### src/rtl/decode_exec_mem.sv
// Single-cycle decode, registered ALU/branch execute stage and a 256x8 data memory.
// Decode is purely combinational; execute and memory update on strobes.
module decode_exec_mem #(
    parameter int DATA_W    = 8,
    parameter int MEM_DEPTH = 256
) (
    input  logic              clk,
    input  logic              reset,
    input  logic [7:0]        instruction,
    input  logic [7:0]        pc,
    input  logic [DATA_W-1:0] in0,
    input  logic [DATA_W-1:0] in1,
    input  logic              exec_en,
    input  logic              mem_en,
    input  logic [7:0]        mem_addr,
    input  logic [DATA_W-1:0] mem_wdata,
    output logic [1:0]        reg_addr_0,
    output logic [1:0]        reg_addr_1,
    output logic [1:0]        reg_addr_w,
    output logic              reg_w_en,
    output logic              mem_w_en,
    output logic              mem_r_en,
    output logic              sel_w_source,
    output logic              jump,
    output logic              halt,
    output logic [DATA_W-1:0] alu_result,
    output logic              overflow,
    output logic              branch,
    output logic [DATA_W-1:0] mem_rdata
);
    typedef enum logic [3:0] {
        OP_NOP = 4'h0, OP_ADD = 4'h1, OP_SUB = 4'h2, OP_AND = 4'h3,
        OP_OR  = 4'h4, OP_XOR = 4'h5, OP_NOT = 4'h6, OP_SHL = 4'h7,
        OP_SHR = 4'h8, OP_ADDI = 4'h9, OP_LW = 4'hA, OP_SW = 4'hB,
        OP_BEQ = 4'hC, OP_BNE = 4'hD, OP_J = 4'hE, OP_JAL = 4'hF
    } opcode_t;

    opcode_t opcode;
    assign opcode = opcode_t'(instruction[7:4]);

    // Decode flags
    always_comb begin
        reg_addr_0   = instruction[3:2];
        reg_addr_1   = instruction[1:0];
        reg_addr_w   = (opcode == OP_JAL) ? 2'd3 : instruction[3:2];
        reg_w_en     = ((opcode >= OP_ADD) && (opcode <= OP_LW)) || (opcode == OP_JAL);
        mem_r_en     = (opcode == OP_LW);
        sel_w_source = (opcode == OP_LW);
        mem_w_en     = (opcode == OP_SW);
        jump         = instruction[7:6] == 2'b11;
        halt         = instruction == 8'h00;
    end

    // Next-state values for the execute registers
    logic [DATA_W-1:0] imm;
    logic [DATA_W-1:0] alu_next;
    logic              ovf_next;
    logic              branch_next;

    assign imm = {{(DATA_W-2){1'b0}}, instruction[1:0]};

    always_comb begin
        alu_next    = '0;
        ovf_next    = 1'b0;
        branch_next = 1'b0;
        case (opcode)
            OP_ADD: begin
                alu_next = in0 + in1;
                ovf_next = (in0[DATA_W-1] == in1[DATA_W-1]) && (alu_next[DATA_W-1] != in0[DATA_W-1]);
            end
            OP_SUB: begin
                alu_next = in0 - in1;
                ovf_next = (in0[DATA_W-1] != in1[DATA_W-1]) && (alu_next[DATA_W-1] != in0[DATA_W-1]);
            end
            OP_ADDI: begin
                alu_next = in0 + imm;
                ovf_next = !in0[DATA_W-1] && alu_next[DATA_W-1];
            end
            OP_AND: alu_next = in0 & in1;
            OP_OR:  alu_next = in0 | in1;
            OP_XOR: alu_next = in0 ^ in1;
            OP_NOT: alu_next = ~in1;
            OP_SHL: alu_next = in1 << 1;
            OP_SHR: alu_next = in1 >> 1;
            OP_BEQ: begin
                alu_next    = in0 - in1;
                branch_next = (in0 == in1);
            end
            OP_BNE: begin
                alu_next    = in0 - in1;
                branch_next = (in0 != in1);
            end
            OP_J:   branch_next = 1'b1;
            OP_JAL: begin
                alu_next    = DATA_W'(pc + 8'd1);
                branch_next = 1'b1;
            end
            default: alu_next = '0;
        endcase
    end

    // Strobes are single-cycle enables with no back-pressure: an operation
    // happens on every clk edge where its strobe is high and reset is low.
    logic [DATA_W-1:0] mem [MEM_DEPTH];

    always_ff @(posedge clk) begin
        if (reset) begin
            alu_result <= '0;
            overflow   <= 1'b0;
            branch     <= 1'b0;
            mem_rdata  <= '0;
            for (int i = 0; i < MEM_DEPTH; i++) mem[i] <= '0;
        end else begin
            if (exec_en) begin
                alu_result <= alu_next;
                overflow   <= ovf_next;
                branch     <= branch_next;
            end
            if (mem_en && mem_w_en) mem[mem_addr] <= mem_wdata;
            if (mem_en && mem_r_en) mem_rdata <= mem[mem_addr];
        end
    end
endmodule

### config.mk
export PLATFORM = sky130hd
export DESIGN_NAME = decode_exec_mem
export DESIGN_NICKNAME = d
export VERILOG_FILES = /design/src/rtl/decode_exec_mem.sv
export SDC_FILE = /design/constraint.sdc
export NUM_CORES = 2
export LEC_CHECK = 0
export CORE_UTILIZATION = 60
export DETAILED_ROUTE_END_ITERATION = 10
export GPL_TIMING_DRIVEN = 0
export PLACE_DENSITY = 0.73
export REMOVE_ABC_BUFFERS = 1
export SLEW_MARGIN = 0
export SYNTH_ARGS = -nofsm -noshare
export SYNTH_HDL_FRONTEND = slang
export SYNTH_SLANG_ARGS = --single-unit
### constraint.sdc
create_clock -name clk -period 3.17 [get_ports clk]
set_input_delay 0.317 -clock clk [delete_from_list [all_inputs] [get_ports clk]]
set_output_delay 0.317 -clock clk [all_outputs]
set_load 0.01 [all_outputs]
==> out/metrics.cfg <==
[timing]
finClkSkew_ns=0.0638
finalCriticalPeriod_ns=3.31
drv_slew=0
final.setup.tns_ns=-6.83
slew_headroom_pct=6.11
fin_crit_sh_pct=104
hold_viol=0
setup_slack_ns=-0.135
finalSetupViolations=112
tightest_slew_ns=1.41
rsz0062_at_grt=true
fmax_mhz=303

[yosys]
ys.flop_type=edfxtp_1
synth_enable_flop_cells=2048
synthesis.area_um2=97800
yosys.area.top_type=edfxtp_1
yosys-top-cells-area=edfxtp_1 63%, mux4_2 12%, and3_1 9.9%, and2_1 3.4%, clkbuf_1 2.6%
ys_ff_latch=2066
synth_top_area_share_pct=62.9
yosysWarnings=0
syn-instance-count=6855
async_flop_share_pct=0
syn_avg_cell_area_um2=14.3
synth_seq_area_share_pct=63.3
synth.distinct_cells=73

[global_route]
grt_pass1_vias=59578
grt_max_degree=154
antenna_found_initial=17
grt_pass1_wl_um=416000
overflow=0
track_usage_pct=35.4

[cells_and_area]
drive_gt1_share_pct=17.8
layout_common_cells=2048 x edfxtp_1, 1539 x and3_1, 534 x mux4_2
layout_commonest_cell=edfxtp_1
finalNetCount=6589
syn_to_final_growth_pct=11.5
final_cell_count_no_fill=8842

[placed_design]
gp_congestion=0.928
dp_cells=8387
port_buffers=81
dp_hpwl_um=170000

[die]
dieArea_um2=165000
io_pins=82
core-area_um2=161000
chipHeight_um=406
fp.dieW_um=406
initial_core_util_pct=60.7
rows=147

[detailed_routing]
wl_um=291000
drc=0
num_vias=61982
first_pass_iters=6
avgRoutedWirePerCell_um=32.9
via_per_inst=7.01
ant_nets=0
drt_iter0_drc=9125

[critical_path]
reg2regPathDepth=7
rrSetupSlack_ns=0.04
crit_fanout=36
end_kind=flip-flop
slowest_delay_ns=0.67
critPathLaunchType=input pin
slowest_stage=nand2_2
cp.required_ns=3.66
crit_top_cell=buf_12
reg2reg_from=mem[222][4]
reg2reg_to=mem_rdata[4]
cp_cell_sequence=buf_12, buf_16, buf_16, bufbuf_16, nor2b_1, nand2_2, nor2_4, buf_12, buf_12, nand2_1, nand2_1
critPathKind=input pin to flip-flop
cp.arrival_ns=3.80

[hold_path]
min_to=mem[14][5]
min_from=mem_wdata[5]
hold_path_class=input pin to flip-flop
hold_depth=2

[run_status]
status=finished with violations
violations=setup timing

[cts]
numCtsBuffers=206
clockRootBuffer=clkbuf_16
h-tree-depth=4
clk-insertion-delay-late_ns=0.90
cts.clk_slew.worst_paths_ns=0.06
cts_tree=done
clock_sinks=2066
cts_buffer_depth=3

[power_and_ir_drop]
comb_power_share_pct=8.3
p_seq_share_pct=51.5
p_switching_mw=14.4
p_int_mw=47.1
irDropWorstVdd_v=0.000543
p_per_area_nw_per_um2=564
switching_share_pct=23.4
pwr-share-clk_pct=40.3
leakagePower_nw=42.1

[flow_run]
drv_cap=0

==> kinds of logic after synthesis <==
family / Yosys count / synth area share (%)
mux: 604 / 13.0
buf+inv: 870 / 3.70
compound gates: 413 / 2.86
flops: 2066 / 63.3
xor+xnor: 13 / 0.116
simple gates: 2858 / 16.6
fa+ha+maj: 31 / 0.420
==> repair_timing <==
action | 4_1_cts | 5_1_grt
setup endpoints to repair | 4047 | 949
resized for setup | 190 | 33
buffers inserted | 44 | 0
pin swaps | 20 | 6
cloned | 24 | 2
hold buffers | 1 | 0
hold endpoints to repair | 1 | 0
==> per-stage QoR <==
| stage | power [mW] | hold slack (ns) | worst slack, ns | util (%) | cell area, um2 |
|---|---|---|---|---|---|
| after floorplan | 34.4 | 0.386 | -5.41 | - | 94200 |
| after global placement | 38.9 | 0.445 | -45.44 | 60.7 | 97800 |
| after detailed placement | 37.0 | 0.449 | -2.50 | 62.5 | 101000 |
| after CTS | 61.4 | 0.0555 | -0.121 | 67.6 | 109000 |
| after global routing | 62.8 | 0.0525 | -0.105 | 67.7 | 109000 |
| final | 61.5 | 0.0538 | -0.135 | 67.7 | 109000 |
==> sequential cells by signal (all words and copies together), names as in the netlist <==
register,count
mem,2048
alu_result,8
mem_rdata,8
branch,1
overflow,1
==> power by group through the flow <==
stage	logic, mW	clock network [mW]	registers, mW
after floorplan	2.28	0	32.1
after global placement	6.74	0	32.2
after detailed placement	4.72	0	32.2
after CTS	4.95	24.8	31.7
after global routing	5.20	25.8	31.8
final	5.09	24.8	31.7
==> critical path: cells and delay by family <==
kind	cells	cell delay [ns]
buf+inv	6	1.41
simple gates	5	1.90
==> area by class of cell <==
| type | count | area, um2 |
|---|---|---|
| Sequential cell | 2066 | 61900 |
| Fill cell | 10655 | 52100 |
| Multi-Input combinational cell | 3930 | 33100 |
| Clock buffer | 265 | 5460 |
| Timing Repair Buffer | 272 | 4350 |
| Tap cell | 2160 | 2700 |
| Clock inverter | 113 | 1410 |
| Inverter | 30 | 130 |
| Antenna cell | 6 | 15.0 |
==> worst max path at each step <==
stage                start            to  slack, ns  cells past startpoint
2_1_floorplan        reset    mem[13][0]      -5.41                      5
3_3_place_gp   mem_addr[0]    mem[11][2]     -45.44                      5
3_5_place_dp   mem_addr[1]  mem_rdata[7]      -2.50                     10
4_1_cts              reset   mem[130][6]      -0.12                      6
5_1_grt        mem_addr[0]   mem[194][5]      -0.10                     11
6_report       mem_addr[0]   mem[226][5]      -0.14                     11
==> cell usage after synthesis (4+ instances only) <==
cell and n:
ha_1 28, o21ai_0 95, clkbuf_1 686, and3_1 1540
nor3_1 23, nor2b_1 14, mux2_2 5, a311oi_1 5
buf_4 54, o2111ai_1 4, o211ai_1 10, buf_6 9
a2111oi_0 5, dfxtp_1 18, nor4_1 7, mux2i_1 65
xnor2_1 9, inv_1 29, buf_1 24, a221oi_1 20
nand2_1 501, and2_1 528, a22oi_1 86, xor2_1 4
a221o_1 4, mux4_2 534, o21bai_1 8, a211oi_1 7
a31oi_1 23, a32oi_1 8, a21oi_1 62, edfxtp_1 2048
a21boi_0 4, nand2b_1 18, nand4_1 11, nand3_1 43
o221ai_1 8, buf_2 67, or3_1 6, nor2_1 145
a22o_1 20, o22ai_1 18
==> routing by layer <==
layer,wire [um],part of all wire [%],vias to the layer above,GRT usage (%)
li1,-,-,25540,-
met1,100000,35,31231,47.2
met2,134000,46,4396,53.3
met3,40200,14,799,10.5
met4,15800,5.4,16,17.4
met5,80,0.027,-,0
No activity file was read; power rests on OpenSTA's default activity.
